$ cat config.mk
export PLATFORM = sky130hd
export DESIGN_NAME = fpu_issue_arbiter
export DESIGN_NICKNAME = d
export VERILOG_FILES = /design/src/rtl/fpu_issue_arbiter.sv
export SDC_FILE = /design/constraint.sdc
export NUM_CORES = 1
export LEC_CHECK = 0
export CORE_AREA = 4 4 111 113
export DETAILED_ROUTE_END_ITERATION = 16
export DIE_AREA = 0 0 115 117
export PLACE_DENSITY = 0.84
export SLEW_MARGIN = 25
export SYNTH_ARGS = -nofsm -noshare
export SYNTH_HDL_FRONTEND = slang
export SYNTH_SLANG_ARGS = --single-unit
$ cat constraint.sdc
create_clock -name clk -period 6.6 [get_ports clk]
set_clock_uncertainty 0.1 [all_clocks]
set_input_delay 0.99 -clock clk [delete_from_list [all_inputs] [get_ports clk]]
set_output_delay 0.99 -clock clk [all_outputs]
set_load 0.05 [all_outputs]
$ cat src/rtl/fpu_issue_arbiter.sv
// Round-robin issue arbiter that shares one pipelined FPU between several requesters.
// An in-order ID FIFO routes each returning result back to the requester that issued it.
module fpu_issue_arbiter #(
  parameter int REQUESTERS = 2,
  parameter int FIFO_DEPTH = 8,
  parameter int DIV_CYCLES = 13
) (
  input  logic                            clk,
  input  logic                            reset,
  input  logic [REQUESTERS-1:0]           req_valid,
  output logic [REQUESTERS-1:0]           req_ready,
  input  logic [3*REQUESTERS-1:0]         req_op,
  input  logic [32*REQUESTERS-1:0]        req_operand_a,
  input  logic [32*REQUESTERS-1:0]        req_operand_b,
  output logic                            fpu_issue_valid,
  output logic [2:0]                      fpu_issue_op,
  output logic [31:0]                     fpu_operand_a,
  output logic [31:0]                     fpu_operand_b,
  input  logic                            fpu_result_valid,
  input  logic [31:0]                     fpu_result,
  input  logic [4:0]                      fpu_flags,
  output logic [REQUESTERS-1:0]           resp_valid,
  output logic [31:0]                     resp_result,
  output logic [4:0]                      resp_flags,
  output logic [$clog2(FIFO_DEPTH):0]     in_flight,
  output logic                            protocol_error
);

  localparam int IDW = $clog2(REQUESTERS);
  localparam int PW  = $clog2(FIFO_DEPTH);
  localparam int CW  = $clog2(DIV_CYCLES + 1);
  localparam logic [PW:0]   FULL      = (PW+1)'(FIFO_DEPTH);
  localparam logic [CW-1:0] DIV_LOAD  = CW'(DIV_CYCLES - 1);
  localparam logic [2:0]    OP_DIV    = 3'd3;
  localparam logic [2:0]    OP_SQRT   = 3'd4;

  logic [IDW-1:0] rr_ptr;
  logic [IDW-1:0] winner;
  logic           grant;
  logic           issue_ok;
  logic [CW-1:0]  div_count;
  logic [PW:0]    count;
  logic [PW-1:0]  wr_ptr;
  logic [PW-1:0]  rd_ptr;
  logic [IDW-1:0] id_mem [FIFO_DEPTH];
  logic [IDW-1:0] head;
  logic           push;
  logic           pop;
  logic           stray_result;

  // Issue is also held off while reset is asserted so every output reads 0 during reset.
  assign issue_ok = !reset && (div_count == '0) && (count < FULL);

  // NOTE: every signal gets a default before the search loop; a path that skips
  // an assignment in always_comb would otherwise infer a latch.
  always_comb begin
    int idx;
    grant  = 1'b0;
    winner = '0;
    idx    = 0;
    for (int i = 0; i < REQUESTERS; i++) begin
      idx = int'(rr_ptr) + i;
      if (idx >= REQUESTERS) idx = idx - REQUESTERS;
      if (issue_ok && !grant && req_valid[idx]) begin
        grant  = 1'b1;
        winner = IDW'(idx);
      end
    end
  end

  assign req_ready       = grant ? (REQUESTERS'(1) << winner) : '0;
  assign fpu_issue_valid = grant;
  assign fpu_issue_op    = grant ? req_op[winner*3 +: 3]          : '0;
  assign fpu_operand_a   = grant ? req_operand_a[winner*32 +: 32] : '0;
  assign fpu_operand_b   = grant ? req_operand_b[winner*32 +: 32] : '0;

  assign push         = grant;
  assign pop          = fpu_result_valid && (count != '0);
  assign stray_result = fpu_result_valid && (count == '0);
  assign head         = id_mem[rd_ptr];
  assign in_flight    = count;

  always_ff @(posedge clk or posedge reset) begin
    if (reset) begin
      rr_ptr <= '0;
    end else if (grant) begin
      rr_ptr <= (winner == IDW'(REQUESTERS - 1)) ? '0 : winner + IDW'(1);
    end
  end

  // Div/sqrt occupies the FPU front end; the counter only loads when idle, so no conflict.
  always_ff @(posedge clk or posedge reset) begin
    if (reset) begin
      div_count <= '0;
    end else if (grant && (fpu_issue_op == OP_DIV || fpu_issue_op == OP_SQRT)) begin
      div_count <= DIV_LOAD;
    end else if (div_count != '0) begin
      div_count <= div_count - CW'(1);
    end
  end

  // NOTE: the ID storage is deliberately left without reset; occupancy and pointers
  // are reset, so stale entries are never read.
  always_ff @(posedge clk) begin
    if (push) id_mem[wr_ptr] <= winner;
  end

  always_ff @(posedge clk or posedge reset) begin
    if (reset) begin
      wr_ptr <= '0;
      rd_ptr <= '0;
      count  <= '0;
    end else begin
      if (push) wr_ptr <= wr_ptr + PW'(1);
      if (pop)  rd_ptr <= rd_ptr + PW'(1);
      case ({push, pop})
        2'b10:   count <= count + (PW+1)'(1);
        2'b01:   count <= count - (PW+1)'(1);
        default: count <= count;
      endcase
    end
  end

  always_ff @(posedge clk or posedge reset) begin
    if (reset) begin
      resp_valid     <= '0;
      resp_result    <= '0;
      resp_flags     <= '0;
      protocol_error <= 1'b0;
    end else begin
      resp_valid <= pop ? (REQUESTERS'(1) << head) : '0;
      if (pop) begin
        resp_result <= fpu_result;
        resp_flags  <= fpu_flags;
      end
      if (stray_result) protocol_error <= 1'b1;
    end
  end

endmodule

==> impl_metrics.py, run 1 <==
metrics = {
    "sta": {
        "period_needed_ns": 5.016,
        "fmax_ghz": 0.1994,
        "rsz0062_at_grt": "false",
        "slew_headroom": 0.5321,
        "period_share": 0.7600,
        "tightest_slew_ns": 0.7008,
        "timing.final.ws_setup_ns": 1.584,
        "finalHoldViolCount": 0,
        "finalMaxSlewViolations": 0,
        "setup_viol": 0,
        "timing.setup.tns_ns": 0,
    },
    "drt": {
        "dr_total_vias": 4224,
        "drtIter0Drc": 262,
        "viasPerCell": 4.981,
        "drt-pass1-iter-count": 4,
        "routed_wl_um": 15230,
        "drc_errors": 0,
        "ant_nets": 0,
        "wire_per_inst_um": 17.96,
    },
    "worst_setup_path": {
        "cp.arrival_ns": 3.93,
        "endpoint_kind": "output port",
        "r2r_slack_ns": 3.48,
        "critPathKind": "primary input to output port",
        "r2r_cells": 12,
        "worstPathRequired_ns": 5.51,
        "crit_fanout": 48,
        "r2r_end": "in_flight[2]",
        "crit_end": "fpu_issue_op[2]",
        "timing.critical_path.from": "req_valid[1]",
        "cp-start-kind": "primary input",
        "r2r_start": "div_count[0]",
    },
    "floorplanning": {
        "ios": 290,
        "row_count": 39,
        "die_h_um": 117,
        "fp.dieW_um": 115,
        "core_area_um2": 11320,
        "design.die.area_um2": 13460,
        "floorplan.initialDensity": 0.3161,
    },
    "synth": {
        "synth_area_leader_cell": "dfrtp_1",
        "synth.area.top_cells": "dfrtp_1 (38%), a22oi_1 (14%), nand2_1 (12%)",
        "synth_top_family_by_area": "simple AND/OR/NAND/NOR gates",
        "synth_edf_count": 8,
        "postSynthCellCount": 428,
        "ys_seq_area_frac": 0.4517,
        "yosys.cell_types.count": 41,
        "synthArstFlopShare": 0.8730,
        "syn_nets": 611,
        "synth_warnings": 0,
        "synth_mux_area_frac": 0.02168,
        "synthAdderAreaFrac": 0.02448,
        "synth_simple_gate_area_share": 0.2633,
        "synth-main-ff-cell": "dfrtp_1",
        "syn_area_um2": 3578,
        "synth_top_area_frac": 0.3846,
        "synth_compound_area_frac": 0.1643,
        "synth_seq_cells": 63,
        "synth_area_per_cell_um2": 8.361,
        "synth_xor_area_frac": 0.02692,
    },
    "layout": {
        "syn_to_final_growth_pct": 91.82,
        "postLayoutCoreUtil": 0.6063,
        "final_nets": 880,
        "mostFrequentLayoutCell": "clkdlybuf4s50_1",
        "layout-drive-gt1-share": 0.03989,
        "final_cell_mix": "clkdlybuf4s50_1 (289), nand2_1 (117), nor2_1 (73)",
    },
    "power": {
        "p_int_uw": 1263,
        "power.switching_uw": 911.9,
        "p_clk_frac": 0.224,
        "p_leak_uw": 0.002820,
        "power_density_nw_per_um2": 316.8,
        "peakVddDrop_mv": 0.2045,
        "swShare": 0.4193,
        "comb_power_share": 0.497,
        "seq_power_share": 0.279,
    },
    "global_route": {
        "grt_pass1_vias": 4387,
        "grt_max_degree": 70,
        "grt_pass1_wl_um": 22630,
        "overflow": 0,
        "antenna_found_initial": 3,
        "grt.total_usage": 0.2178,
    },
    "placement": {
        "dp_hpwl_um": 12010,
        "port_buffers": 289,
        "dpl_worst_slack_ns": 1.572,
        "routabilityCongestion": 1.067,
    },
    "clock_tree": {
        "cts_resized": 0,
        "clock-root-buffer": "clkbuf_16",
        "cts_buffer_depth": 2,
        "htreeDepth": 3,
        "cts.hold.buffers_added": 0,
        "clkLatencyLatePin_ns": 0.32,
        "post_cts_buffers": 0,
        "cts_tree": "done",
        "cts_sinks": 63,
        "cts_made_buffers": 9,
        "path_clk_slew_ns": 0.05,
    },
    "hold_path": {
        "hold_path_class": "flop to flop",
    },
    "outcome": {
        "status": "complete, no violations",
    },
    "run": {
        "maxCapViolations": 0,
    },
}
## worst max-delay path, cell delays in order
cell and delay [ns]:
clkdlybuf4s50_1 0.60, a21boi_4 0.57, buf_4 0.53, a32o_1 0.27, and2_1 0.14, clkdlybuf4s50_1 0.81
## worst min-delay path by stage
| stage | from | end | cells after the start |
|---|---|---|---|
| after global placement | protocol_error | protocol_error | 1 |
| after CTS | protocol_error | protocol_error | 1 |
| after detailed placement | protocol_error | protocol_error | 1 |
| final | protocol_error | protocol_error | 1 |
| after floorplan | rd_ptr[2] | rd_ptr[2] | 1 |
| after global routing | protocol_error | protocol_error | 1 |
## cell families after synthesis
| family | count (synthesis) |
|---|---|
| and+or+nand+nor | 225 |
| DFF | 63 |
| muxes | 5 |
| adders and majority gates | 7 |
| buffers and inverters | 39 |
| xor gates and xnor gates | 11 |
| AOI/OAI and AO/OA | 78 |
## synthesized netlist by cell type (all sizes together) (2+ instances only)
cell type	count
nand2	118
nor2	73
a22oi	65
dfrtp	55
buf	19
clkbuf	15
edfxtp	8
nor3	8
ha	7
and2	6
nand2b	6
xnor2	6
inv	5
xor2	5
a21oi	3
nor4	3
a32oi	2
mux2	2
mux4	2
nand3b	2
nand4	2
o211ai	2
## flip-flops by register name, indices dropped and copies added (netlist names)
| signal | cells |
|---|---|
| resp_flags | 5 |
| rr_ptr | 1 |
| id_mem | 8 |
| in_flight | 4 |
| resp_result | 32 |
| resp_valid | 2 |
| wr_ptr | 3 |
| protocol_error | 1 |
| div_count | 4 |
| rd_ptr | 3 |
## cell type report
class | count | area, um^2
Fill cell | 943 | 4457
Clock inverter | 2 | 35.03
Timing Repair Buffer | 292 | 2915
Tap cell | 143 | 178.9
Sequential cell | 63 | 1617
Inverter | 5 | 18.77
Antenna cell | 3 | 7.507
Multi-Input combinational cell | 326 | 1807
Clock buffer | 14 | 285.3
## power by group through the flow
stage / sequential (uW) / combinational [uW] / clock [uW]
after CTS: 606 / 1090 / 506
after floorplan: 863 / 434 / 0
after global placement: 603 / 1060 / 0
after detailed placement: 611 / 1090 / 0
after global routing: 623 / 1160 / 524
final: 607 / 1080 / 488
## stage by stage
step / instance area, um^2 / hold WS [ns] / total power (uW) / instances
after floorplan: 3578 / 0.3662 / 1297 / 428
after global placement: 6530 / 0.3373 / 1662 / 829
after detailed placement: 6536 / 0.3594 / 1698 / 829
after CTS: 6857 / 0.3731 / 2202 / 845
after global routing: 6864 / 0.3839 / 2309 / 848
final: 6864 / 0.3701 / 2175 / 848
## metal layers
layer,vias up,routed length (um),global-route usage
li1,2004,-,-
met1,1962,5348,0.2309
met2,221,7671,0.3742
met3,37,1684,0.09306
met4,0,522,0.1049
met5,-,0,0
Power figures use the tool's default switching activity.
==> inputs of run 2 (changes only) <==
--- a/config.mk
+++ b/config.mk
@@ -5,10 +5,10 @@
 export SDC_FILE = /design/constraint.sdc
 export NUM_CORES = 1
 export LEC_CHECK = 0
-export CORE_AREA = 4 4 111 113
+export CORE_MARGIN = 4
+export CORE_UTILIZATION = 33
 export DETAILED_ROUTE_END_ITERATION = 16
-export DIE_AREA = 0 0 115 117
-export PLACE_DENSITY = 0.84
+export PLACE_DENSITY = 0.87
 export SLEW_MARGIN = 25
 export SYNTH_ARGS = -nofsm -noshare
 export SYNTH_HDL_FRONTEND = slang
==> constraint.sdc (replaced) <==
create_clock -name clk -period 4.95 [get_ports clk]
set_clock_uncertainty 0.1 [all_clocks]
set_input_delay 0.7425 -clock clk [delete_from_list [all_inputs] [get_ports clk]]
set_output_delay 0.7425 -clock clk [all_outputs]
set_load 0.05 [all_outputs]
==> impl_metrics.py, run 2 (synthesis gave the netlist of run 1 again) <==
metrics = {
    "sta": {
        "timing.setup.tns_ns": 0,
        "period_needed_ns": 4.228,
        "fmax_ghz": 0.2365,
        "slew_headroom": 0.5413,
        "tightest_slew_ns": 0.6870,
        "finalHoldViolCount": 0,
        "setup_viol": 0,
        "period_share": 0.8542,
        "finalMaxSlewViolations": 0,
        "rsz0062_at_grt": "false",
    },
    "drt": {
        "wire_per_inst_um": 18.30,
        "topRoutingLayerUsed": "met4",
        "m1WireLength_um": 5914,
        "drt-pass1-iter-count": 5,
        "drc_errors": 0,
        "ant_nets": 0,
        "drtIter0Drc": 324,
        "routed_wl_um": 15370,
        "met2_length_um": 7350,
        "dr_total_vias": 4188,
        "viasPerCell": 4.986,
        "met3_length_um": 1755,
    },
    "clock_tree": {
        "clkLatencyLatePin_ns": 0.32,
        "cts.hold.buffers_added": 0,
        "cts_made_buffers": 9,
        "post_cts_buffers": 0,
        "cts_sinks": 63,
        "cts_tree": "done",
        "cts_buffer_depth": 2,
        "clock-root-buffer": "clkbuf_8",
        "htreeDepth": 3,
        "cts_resized": 0,
        "path_clk_slew_ns": 0.07,
    },
    "run": {
        "maxCapViolations": 0,
    },
    "worst_setup_path": {
        "cp-start-kind": "primary input",
        "worstPathRequired_ns": 4.11,
        "crit_fanout": 43,
        "endpoint_kind": "output port",
        "cp.arrival_ns": 3.39,
        "critPathKind": "primary input to output port",
    },
    "layout": {
        "syn_to_final_growth_pct": 89.13,
        "fill_cells": 844,
        "final_cell_mix": "clkdlybuf4s50_1 (289), nand2_1 (117), nor2_1 (73)",
        "regMostFlops": "resp_result",
        "layout-drive-gt1-share": 0.04403,
        "mostFrequentLayoutCell": "clkdlybuf4s50_1",
        "multi_input_area_um2": 1800,
        "fin_area_um2": 6768,
        "antenna_cells": 0,
        "final_nets": 882,
        "largest_reg_flops": 32,
        "reg.largest.list": "resp_result (32), id_mem (8), resp_flags (5)",
        "register_area_um2": 1617,
    },
    "power": {
        "p_leak_uw": 0.002765,
        "power_density_nw_per_um2": 397.8,
        "peakVddDrop_mv": 0.2424,
    },
    "global_route": {
        "antenna_found_initial": 0,
        "grt_pass1_vias": 4346,
        "overflow": 0,
        "grt_max_degree": 70,
        "grt.total_usage": 0.2357,
        "grt_pass1_wl_um": 23340,
    },
    "placement": {
        "routabilityCongestion": 1.001,
        "dp_hpwl_um": 12170,
        "port_buffers": 289,
        "dpl_cell_area_um2": 6564,
    },
    "floorplanning": {
        "ios": 290,
        "core_area_um2": 10460,
        "fp.dieW_um": 112.1,
        "die_h_um": 112.1,
        "row_count": 37,
        "design.die.area_um2": 12570,
        "floorplan.initialDensity": 0.3420,
    },
    "hold_path": {
        "hold_path_class": "flop to flop",
    },
    "outcome": {
        "status": "complete, no violations",
    },
}
run 2: cell count changes in the layout (fill, tap and decap cells not counted), sizes merged:
cell | before | now
bufinv | 1 | 0
clkbuf | 14 | 13
clkinvlp | 0 | 2
buf | 3 | 5
diode | 3 | 0
run 2: layout make-up:
type | count | share of cell area
repair buffers | 294 | 0.4367
multi-input cells | 326 | 0.2660
flip-flops and latches | 63 | 0.2389
clock buffers | 13 | 0.02662
well taps | 136 | 0.02514
clock inverters | 3 | 0.003513
inverters | 5 | 0.003143
run 2: report_power, final:
group / internal (uW) / total [uW] / switching, uW
Combinational: 572 / 1450 / 882
Sequential: 674 / 808 / 134
Clock: 241 / 430 / 189
Total: 1490 / 2690 / 1210
run 2: metrics by stage:
step | hold slack, ns | cells | util | total power, uW | worst slack [ns]
detailed placement | 0.3646 | 824 | 0.6274 | 2269 | 0.7331
floorplan | 0.3662 | 428 | - | 1730 | 1.774
finish | 0.3803 | 840 | 0.6469 | 2692 | 0.7219
global placement | 0.3429 | 824 | 0.6271 | 2222 | 0.7798
CTS | 0.3840 | 840 | 0.6469 | 2719 | 0.7160
global route | 0.4036 | 840 | 0.6469 | 2857 | 0.5955
run 2: path summary, 6_finish.rpt:
check / end / slack (ns) / cells after the start / start
max in group asynchronous: resp_result[26] / 3.49 / 2 / reset
max reg2reg: in_flight[2] / 1.89 / 12 / div_count[0]
max: fpu_operand_a[3] / 0.72 / 6 / req_valid[1]
min in group asynchronous: in_flight[1] / 0.82 / 2 / reset
min: resp_result[27] / 0.38 / 2 / resp_result[27]
min reg2reg: resp_result[27] / 0.38 / 2 / resp_result[27]
run 2: worst max-delay path, stage by stage:
cell	delay [ns]
clkdlybuf4s50_1	0.69
and2_2	0.53
buf_12	0.27
a22oi_1	0.11
nor2_1	0.11
clkdlybuf4s50_1	0.89
run 2: metal layers:
| metal | vias up | global-route usage |
|---|---|---|
| li1 | 2002 | - |
| met1 | 1926 | 0.2770 |
| met2 | 237 | 0.3886 |
| met3 | 23 | 0.09757 |
| met4 | 0 | 0.08333 |
| met5 | - | 0 |
==> variant 1, RTL diff (flow settings as in run 1) <==
Change the parameter `DIV_CYCLES` from 13 to 14.
--- a/src/rtl/fpu_issue_arbiter.sv
+++ b/src/rtl/fpu_issue_arbiter.sv
@@ -5,3 +5,3 @@
   parameter int FIFO_DEPTH = 8,
-  parameter int DIV_CYCLES = 13
+  parameter int DIV_CYCLES = 14
 ) (
Check against the original RTL: no difference found for any inputs over 4 cycles, from zero or initial values and one cycle with reset high; that may be too few to reach the edited logic, so the function may still have changed.
==> variant 1 against run 1 <==
Synthesized area shrank 0.59%; wire length is 0.53% higher; worst setup slack better by 0.035 ns; power rose by 0.69%; synthesized cell count down 0.47%; final area shrank 0.13%; fmax up 0.71%; sequential cell count unchanged; clock power up 2%; count of clock-buffer cells in the layout decreased by 5; via count shrank 1.1%; critical endpoint is now fpu_operand_a[4].
==> variant 1: results (changes against run 1) <==
Power and ir drop
  • Lkg Pwr: 2.832 nW (+0.41%)
  • IR drop worst, VDD: 0.2624 mV (+28%)

Finish
  • Filler cells: 975 (+3.4%)
  • Finished Core Util: 60.55% (-0.077 points)
  • Share of cells above drive strength 1: 4.565% (+0.58 points)
  • Nets@finish: 879 (-0.11%)
  • Post-Layout Cell Count: 844 (-0.47%)

Status
  • Outcome: finished, final reports clean

Global routing
  • Largest net degree at the start of global routing: 69 (-1.4%)
  • Initial antenna violation count: 0 (-3)
  • First-pass GRT wire length: 22410 um (-0.98%)
  • Vias in the first global route: 4293 (-2.1%)
  • All-Layer GR Usage: 21.59% (-0.20 points)
  • Met3 Resource Use GR: 9.563% (+0.26 points)
  • GR met2 Demand/Resource: 37.11% (-0.31 points)
  • Met1 usage: 23.52% (+0.42 points)

Logic synthesis
  • Top cells by area, synth: dfrtp_1 (39%), a22oi_1 (14%), nand2_1 (12%)
  • Mux contribution to synthesized area: 2.181% (+0.013 points)
  • Post-synth cell types: 40 (-2.4%)
  • Post-synthesis compound-gate area fraction: 16.53% (+0.098 points)
  • Net count after synthesis: 609 (-0.33%)
  • Post-synthesis xor/xnor area fraction: 2.708% (+0.016 points)
  • Synthesized-area fraction occupied by adder cells: 2.462% (+0.015 points)
  • Cells after synthesis: 426 (-0.47%)
  • Synth cell count leaders: nand2_1 (118), nor2_1 (72), a22oi_1 (65)
  • Sequential cell area fraction in the yosys report: 45.44% (+0.27 points)

Detailed routing
  • DR pass1 iterations: 5 (+1)
  • WL met1: 5618 um (+5.0%)
  • Met3 wire length: 1883 um (+12%)
  • Met2 WL post-DR: 7427 um (-3.2%)
  • Via density: 4.951 (-0.60%)
  • DRT iter0 DRCs: 271 (+3.4%)
  • Routed WL: 15310 um (+0.53%)

Timing
  • Slew @ Worst Pin: 0.8376 ns (+0.1368 ns)

Placed design
  • Placed cells: 828 (-0.12%)
  • DP HPWL: 12020 um (about the same)
  • Gp weighted congestion: 0.9942 (-6.9%)
  • I/O Buffers: 289 (unchanged)
  • Post-placement cell area: 6534 sq um (about the same)
  • Place WS: 1.643 ns (+0.07079 ns)

Clock network
  • # H-tree levels: 3 (unchanged)
  • Postcts setup bufs: 0 (unchanged)
  • Clock Sinks: 63 (unchanged)
  • CTS Root Cell: clkbuf_16

Worst setup path
  • CP Max Fanout: 33 (-31%)
  • Worst EP arrival: 3.89 ns (-0.04 ns)
[variant 1: path summary, 6_finish.rpt]
path	startpoint	endpoint	slack (ns)	cells after the start
worst min-delay path	resp_flags[2]$_DFFE_PP0P_	resp_flags[2]$_DFFE_PP0P_	0.37	2
min in group asynchronous	reset	in_flight[3]$_DFFE_PP0P_	1.11	3
worst max-delay path	req_valid[1]	fpu_operand_a[4]	1.62	6
worst min register to register	resp_flags[2]$_DFFE_PP0P_	resp_flags[2]$_DFFE_PP0P_	0.37	2
worst max register to register	div_count[0]$_DFFE_PP0P_	in_flight[2]$_DFFE_PP0P_	3.51	12
max in group asynchronous	reset	resp_result[23]$_DFFE_PP0P_	4.84	3
[variant 1: cells by family (layout without fill, tap and decap cells)]
logic type | after synthesis | after routing
AOI/OAI and AO/OA | 78 | 78
xor gates and xnor gates | 11 | 11
adders and majority gates | 7 | 7
buffers and inverters | 39 | 314
DFF | 63 | 63
muxes | 5 | 5
and+or+nand+nor | 223 | 223
[variant 1: layout make-up]
cell class | count | share of cell area, %
Multi-Input combinational cell | 324 | 26.21
Clock inverter | 7 | 1.405
Sequential cell | 63 | 23.58
Inverter | 5 | 0.2738
Tap cell | 143 | 2.610
Timing Repair Buffer | 293 | 42.64
Clock buffer | 9 | 3.285
[variant 1: worst max-delay path, cell delays in order]
cell,delay [ns]
clkdlybuf4s50_1,0.61
a21boi_4,0.76
buf_4,0.39
a22oi_1,0.10
nor2_1,0.15
clkdlybuf4s50_1,0.87
[variant 1: power by group through the flow]
stage	Sequential, mW	Combinational (mW)	Clock, mW
after detailed placement	0.610	1.09	0
final	0.606	1.09	0.496
after floorplan	0.864	0.432	0
after CTS	0.605	1.10	0.509
after global routing	0.622	1.16	0.527
after global placement	0.601	1.06	0
==> variant 2, RTL diff (flow settings as in run 1) <==
Made on the original files. Put one more register stage on the output `resp_flags`. The value now appears one clock later. The other outputs are not delayed to match.
--- a/src/rtl/fpu_issue_arbiter.sv
+++ b/src/rtl/fpu_issue_arbiter.sv
@@ -35,2 +35,4 @@
   localparam logic [2:0]    OP_SQRT   = 3'd4;
+
+  logic [4:0] resp_flags_s0;
 
@@ -127,3 +129,3 @@
       resp_result    <= '0;
-      resp_flags     <= '0;
+      resp_flags_s0  <= '0;
       protocol_error <= 1'b0;
@@ -133,3 +135,3 @@
         resp_result <= fpu_result;
-        resp_flags  <= fpu_flags;
+        resp_flags_s0 <= fpu_flags;
       end
@@ -139,2 +141,6 @@
 
+  always_ff @(posedge clk) begin
+    resp_flags <= resp_flags_s0;
+  end
+
 endmodule
Check against the original RTL: not equivalent (a bounded check fails within 4 cycles, from zero or initial values and one cycle with reset high).
==> variant 2 against run 1 <==
Clock power grew 2%; die area did not move; wire length increased by 6.1%; global-route usage up 1.5 points; synthesized area is 1.9% higher; power up 3.0%; sequential cell count up 5; final cell count rose by 0.83%; final area is 1.2% higher; core utilization rose by 0.71 points; worst setup slack worse by 0.026 ns.
==> variant 2: results (changes against run 1) <==
Worst hold path
  • Hold depth: 0 (-1)
  • Hold Startpoint: resp_flags_s0[1]$_DFFE_PP0P_
  • Worst Hold End: resp_flags[1]$_DFF_P_

Power and ir drop
  • Power Density: 322.4 nW/um^2 (+1.8%)
  • IR drop worst, VDD: 0.2282 mV (+12%)
  • Psw: 0.9430 mW (+3.4%)
  • Combinational share of power: 49.0% (-0.7 points)
  • Seq power: 0.644 mW (+6.1%)

Finish
  • Filler cells: 980 (+3.9%)
  • Largest regs: resp_result x32, id_mem x8
  • Post-Layout Cell Count: 855 (+0.83%)
  • Share of cells above drive strength 1: 3.808% (-0.18 points)
  • Nets@finish: 887 (+0.80%)

Worst setup path
  • Worst EP arrival: 3.95 ns (+0.02 ns)
  • Setup crit end: fpu_operand_a[8]
  • R2R cell count: 11 (-1)
  • CP Max Fanout: 47 (-2.1%)
  • Crit-path max cell delay: 0.84 ns (+0.03 ns)
  • Worst R2R Setup Slack: 3.66 ns (+0.18 ns)

Placed design
  • Post-placement cell area: 6626 sq um (+1.4%)
  • DP HPWL: 12820 um (+6.7%)
  • Gp weighted congestion: 0.9282 (-13%)

Detailed routing
  • DRT iter0 DRCs: 289 (+10%)
  • Met2 WL post-DR: 7970 um (+3.9%)
  • WL met1: 6218 um (+16%)
  • DR pass1 iterations: 5 (+1)
  • Routed WL: 16160 um (+6.1%)
  • Met3 wire length: 1562 um (-7.2%)
  • Via density: 4.910 (-1.4%)

Logic synthesis
  • Post-synthesis compound-gate area fraction: 15.85% (-0.58 points)
  • Mux contribution to synthesized area: 1.818% (-0.35 points)
  • Sequential cell area fraction in the yosys report: 47.07% (+1.9 points)
  • Synth cell count leaders: nand2_1 (122), nor2_1 (73), a22oi_1 (65)
  • Synthesized-area fraction occupied by adder cells: 2.401% (-0.046 points)
  • Post-synthesis xor/xnor area fraction: 2.642% (-0.051 points)
  • Net count after synthesis: 616 (+0.82%)
  • Synth async-reset ratio: 80.88% (-6.4 points)

Timing
  • Slew @ Worst Pin: 0.8727 ns (+0.1719 ns)
  • Crit path time final: 5.043 ns (+0.02639 ns)

Global routing
  • Vias in the first global route: 4421 (+0.78%)
  • All-Layer GR Usage: 23.30% (+1.5 points)
  • Largest net degree at the start of global routing: 73 (+4.3%)

Status
  • Outcome: finished, final reports clean
## variant 2: cell types whose count changed after synthesis, sizes merged, moves of 2 or more
| cell | run 1 | this run |
|---|---|---|
| and2 | 6 | 2 |
| nand2 | 118 | 123 |
| dfxtp | 0 | 5 |
| nand3 | 1 | 3 |
| clkbuf | 15 | 19 |
| buf | 19 | 13 |
| nor2b | 0 | 3 |
## variant 2: layer usage
metal | GRT usage [%] | vias up
met5 | 0 | -
met4 | 10.02 | 0
met3 | 8.278 | 26
met2 | 38.39 | 203
met1 | 27.65 | 1944
li1 | - | 2025
## variant 2: layout make-up
cell class,instances,area (sq um),share of cell area [%]
Antenna cell,3,7.507,0.1081
Clock buffer,11,232.7,3.351
Clock inverter,5,77.57,1.117
Inverter,6,25.02,0.3604
Multi-Input combinational cell,327,1790,25.78
Sequential cell,68,1717,24.72
Tap cell,143,178.9,2.577
Timing Repair Buffer,292,2915,41.98
